===== config.mk =====
export PLATFORM = sky130hd
export DESIGN_NAME = paddsb_acc_seq
export DESIGN_NICKNAME = d
export VERILOG_FILES = /design/src/rtl/paddsb_acc_seq.sv
export SDC_FILE = /design/constraint.sdc
export NUM_CORES = 1
export LEC_CHECK = 0
export CORE_ASPECT_RATIO = 1.75
export CORE_MARGIN = 1
export CORE_UTILIZATION = 39
export CTS_CLUSTER_SIZE = 25
export DETAILED_ROUTE_END_ITERATION = 12
export GPL_ROUTABILITY_DRIVEN = 0
export MAX_ROUTING_LAYER = met4
export PLACE_DENSITY = 0.85
export SYNTH_ARGS = -nofsm -noshare
export SYNTH_HDL_FRONTEND = slang
export SYNTH_SLANG_ARGS = --single-unit

===== constraint.sdc =====
create_clock -name clk -period 2.35 [get_ports clk]
set_clock_uncertainty 0.1 [all_clocks]
set_input_delay 0.235 -clock clk [delete_from_list [all_inputs] [get_ports clk]]
set_output_delay 0.235 -clock clk [all_outputs]
set_load 0.005 [all_outputs]

===== src/rtl/paddsb_acc_seq.sv =====
// ---------------------------------------------------------------------------
// paddsb_acc_seq
//
// Purpose:
//   Multi-cycle sequencer that drives a shared, purely combinational 16-bit
//   4-lane saturating nibble adder to accumulate a stream of operand words
//   into one packed result. The sequencer owns the accumulator, the
//   remaining-beat count, the valid/ready handshake and the sticky per-lane
//   saturation flags. The adder result is taken as-is; saturation flags are
//   derived here from the adder operands so the adder stays flag-free.
//
// Ports:
//   clk        in   clock, all state on rising edge
//   rst_n      in   asynchronous active-low reset
//   start      in   begin an operation (sampled only in IDLE)
//   len        in   number of operand beats to accumulate (0 allowed)
//   init       in   initial accumulator value loaded on start
//   abort      in   synchronous cancel of an in-progress operation
//   in_data    in   operand word
//   in_valid   in   operand word valid
//   in_ready   out  operand accepted this cycle when in_valid is also high
//   add_a      out  adder operand A (accumulator)
//   add_b      out  adder operand B (operand word)
//   add_res    in   saturated packed sum from the shared adder
//   acc_out    out  accumulator / final result
//   sat_lanes  out  sticky per-nibble saturation flags, bit i = lane i
//   busy       out  operation in progress (RUN or DONE)
//   done       out  one-cycle completion pulse
// ---------------------------------------------------------------------------
module paddsb_acc_seq #(
  parameter int CNT_W = 4
) (
  input  logic             clk,
  input  logic             rst_n,
  input  logic             start,
  input  logic [CNT_W-1:0] len,
  input  logic [15:0]      init,
  input  logic             abort,
  input  logic [15:0]      in_data,
  input  logic             in_valid,
  output logic             in_ready,
  output logic [15:0]      add_a,
  output logic [15:0]      add_b,
  input  logic [15:0]      add_res,
  output logic [15:0]      acc_out,
  output logic [3:0]       sat_lanes,
  output logic             busy,
  output logic             done
);

  typedef enum logic [1:0] {
    IDLE = 2'd0,
    RUN  = 2'd1,
    DONE = 2'd2
  } state_t;

  state_t           state_q, state_d;
  logic [15:0]      acc_q, acc_d;
  logic [3:0]       satLanes_q, satLanes_d;
  logic [CNT_W-1:0] remaining_q, remaining_d;
  logic [3:0]       laneOvf;

  // The adder is shared with other users, so its operands are always
  // presented regardless of the sequencer state.
  assign add_a = acc_q;
  assign add_b = in_data;

  // Signed overflow per nibble: operands share a sign and the wrapped
  // 4-bit sum flips it. Computed from the operands, not from add_res,
  // because the saturated result no longer carries the wrap information.
  always_comb begin
    laneOvf = '0;
    for (int i = 0; i < 4; i++) begin
      logic [3:0] wrapSum;
      wrapSum    = acc_q[4*i +: 4] + in_data[4*i +: 4];
      laneOvf[i] = (acc_q[4*i+3] == in_data[4*i+3]) &&
                   (wrapSum[3] != acc_q[4*i+3]);
    end
  end

  // abort suppresses the handshake in the same cycle so a beat presented
  // alongside abort is never consumed by either side.
  assign in_ready  = (state_q == RUN) && !abort;
  assign busy      = (state_q != IDLE);
  assign done      = (state_q == DONE);
  assign acc_out   = acc_q;
  assign sat_lanes = satLanes_q;

  always_comb begin
    state_d     = state_q;
    acc_d       = acc_q;
    satLanes_d  = satLanes_q;
    remaining_d = remaining_q;
    case (state_q)
      IDLE: begin
        // start takes priority over a concurrent abort here since abort
        // only has meaning while running.
        if (start) begin
          acc_d       = init;
          satLanes_d  = '0;
          remaining_d = len;
          state_d     = (len != '0) ? RUN : DONE;
        end
      end
      RUN: begin
        if (abort) begin
          // Partial accumulator and flags are intentionally kept.
          state_d = IDLE;
        end else if (in_valid) begin
          acc_d       = add_res;
          satLanes_d  = satLanes_q | laneOvf;
          remaining_d = remaining_q - 1'b1;
          if (remaining_q == CNT_W'(1)) begin
            state_d = DONE;
          end
        end
      end
      DONE: begin
        state_d = IDLE;
      end
      default: begin
        state_d = IDLE;
      end
    endcase
  end

  always_ff @(posedge clk or negedge rst_n) begin
    if (!rst_n) begin
      state_q     <= IDLE;
      acc_q       <= '0;
      satLanes_q  <= '0;
      remaining_q <= '0;
    end else begin
      state_q     <= state_d;
      acc_q       <= acc_d;
      satLanes_q  <= satLanes_d;
      remaining_q <= remaining_d;
    end
  end

endmodule


==> metrics.txt <==
run status=finished, final reports clean; highest fanout seen on the critical path=5; kind of cell adding the most delay to the critical path=buffers and inverters; number of antenna diodes=0; vias after detailed routing=1595; first-pass detailed-route iteration total=4; pin count of the biggest net entering global routing=27; Routed met3 length=186 um; detail-routed via count per cell=5.03; fraction of the yosys area taken by sequential cells=0.374; initial drt markers=12; internal reg-to-reg setup slack=0.68 ns; cell count of the worst reg-to-reg path=5; most frequent cells in the layout=sky130_fd_sc_hd__clkdlybuf4s50_1, sky130_fd_sc_hd__a21oi_1, sky130_fd_sc_hd__dfrtp_1; global router's overall resource usage=0.195; Hold Buf Count CTS=0; post_cts resized=0; latest clock arrival within the worst-skew pair=0.26 ns; met2 wire length=2650 um; pin slew with the least headroom to its limit=0.536 ns; number of global-route vias before repair=1530; Synth Net Count=254; worst slack, placed=0.395 ns; arrival time worst endpoint=1.54 ns; Metal-1 WL=1570 um; effective utilization at floorplan=0.415; mapped cell area=1740 um2; maxcap violations=0; most common cell after layout, fill and taps aside=sky130_fd_sc_hd__clkdlybuf4s50_1; drt total wl=4440 um; remaining number of nets flagged by the antenna check after routing=0; total die area=4740 um2; share of the core filled with cells=0.653; floorplan die width=52.5 um; Max VDD drop=0.693 mV; global-route congestion overflow total=0; clock-pin slew reported for the worst setup and hold paths after clock tree synthesis=0.09 ns; PD cells=947 nW/um2; highest attainable clock frequency=535 MHz; Worst Path Required=2.02 ns; Post-DP HPWL=3690 um; stage delay of the slowest cell on the critical path=0.50 ns; I/O pins=112; number of buffers and inverters on the critical path=1; FF/Latch Area=651 um2; number of synthesized register bits=26; number of port buffers=111; clock root cell=sky130_fd_sc_hd__clkbuf_8; cell at the slowest stage of the critical path=sky130_fd_sc_hd__clkdlybuf4s50_1; hold slack=0.225 ns; endpoint type of the worst setup path=primary output; worst-case setup margin in the final layout=0.480 ns; antenna violations before repair=0; Warnings, synthesis=0; total core area=4190 um2; relative slew slack=0.640; Setup TNS=0 ns; number of buffers on the longest clock path=2; count of final setup violators=0; clock tree from TritonCTS=yes; Worst Hold Class=input port to asynchronous set/reset pin; worst setup path category=flop to primary output; average cell area after synthesis=9.30 um2; count of fill cells added during filler insertion=350; Die H=90.3 um; reg2reg start=state_q[1]; final net count=336; Area growth syn-to-layout=57.3%; number of levels the H-tree was split into=1; count of different cell masters after synthesis=24; ordered list of cells on the worst path=nand2b_1, nor2_1, clkdlybuf4s50_1; capture point of the worst reg-to-reg path=remaining_q[0]; DRC viols=0; clock sink count=26; final critical-path share of the clock period=0.796; multi-input logic area=792 um2; final critical-path required period=1.87 ns; wire length of the first global-routing pass=6920 um; critical path startpoint category=flop; Total Power Consumption=2.59 mW; uppermost layer routed=met4; final routed wire length divided by cell count=14.0 um; layout cells sized above 1=0.0410; unrepaired setup endpoints after global routing=no; number of hold violations in the final report=0; Rows=31; max-slew violations=0; Post-CTS Setup Inserts=0; number of CTS-inserted buffers=3; leakage component of the power=1.18 nW; number of standard cells after synthesis=187
## per-layer routing
| metal | vias up | GRT usage |
|---|---|---|
| li1 | 783 | - |
| met5 | - | - |
| met1 | 768 | 0.196 |
| met4 | 0 | 0.0592 |
| met2 | 42 | 0.371 |
| met3 | 2 | 0.0152 |
## worst max-delay path by stage
| stage | startpoint | endpoint | slack (ns) | cells after the start |
|---|---|---|---|---|
| 4_1_cts | state_q[1] | in_ready | 0.46 | 3 |
| 3_3_place_gp | abort | remaining_q[3] | 0.45 | 6 |
| 6_report | state_q[1] | in_ready | 0.48 | 3 |
| 5_1_grt | state_q[1] | in_ready | 0.36 | 3 |
| 3_5_place_dp | abort | remaining_q[3] | 0.40 | 6 |
| 2_1_floorplan | state_q[0] | remaining_q[0] | 0.85 | 4 |
## cells by family after synthesis
| family | after synthesis | synth area share |
|---|---|---|
| simple gates | 48 | 0.129 |
| compound gates | 40 | 0.128 |
| mux | 21 | 0.122 |
| fa+ha+maj | 10 | 0.0719 |
| flops | 26 | 0.374 |
| buf+inv | 42 | 0.175 |
## final cells by class
type / count / area share
repair buffers: 116 / 0.420
multi-input cells: 119 / 0.290
flip-flops and latches: 26 / 0.238
well taps: 49 / 0.0224
clock buffers: 3 / 0.0151
clock inverters: 1 / 0.0110
inverters: 3 / 0.00412
## metrics by stage
step                instances  cell area (um2)
global route              317             2740
global placement          313             2660
floorplan                 187             1740
detailed placement        313             2660
CTS                       317             2740
finish                    317             2740
## report_power, final
part	leakage, nW	internal (mW)	switching [mW]
clock network	0.0357	0.228	0.136
registers	0.303	0.640	0.215
logic	0.845	0.866	0.507
## worst reg2reg max path: stages (launching register included)
cell	delay (ns)
sky130_fd_sc_hd__dfrtp_1	0.46
sky130_fd_sc_hd__nand2b_1	0.20
sky130_fd_sc_hd__buf_4	0.30
sky130_fd_sc_hd__nor2_1	0.07
sky130_fd_sc_hd__mux2_2	0.27
sky130_fd_sc_hd__a31o_1	0.18
## flip-flops by register name (all words and copies together) (netlist names)
name	flops
sat_lanes	4
state_q	2
acc_out	16
remaining_q	4
## cell usage after synthesis (all sizes together)
| master | number | area, um2 |
|---|---|---|
| o32ai | 1 | 8.76 |
| mux2i | 20 | 200 |
| nand3b | 2 | 15.0 |
| ha | 10 | 125 |
| buf | 39 | 293 |
| inv | 3 | 11.3 |
| a21oi | 28 | 144 |
| nor4 | 1 | 6.26 |
| nand2 | 8 | 30.0 |
| dfrtp | 26 | 651 |
| a31o | 1 | 8.76 |
| nor3 | 2 | 10.0 |
| nand4 | 4 | 25.0 |
| a22o | 3 | 26.3 |
| o21ai | 7 | 35.0 |
| mux2 | 1 | 11.3 |
| nor2 | 22 | 82.6 |
| nand2b | 4 | 25.0 |
| nor2b | 1 | 6.26 |
| and3 | 4 | 25.0 |
Power figures use the tool's default switching activity.
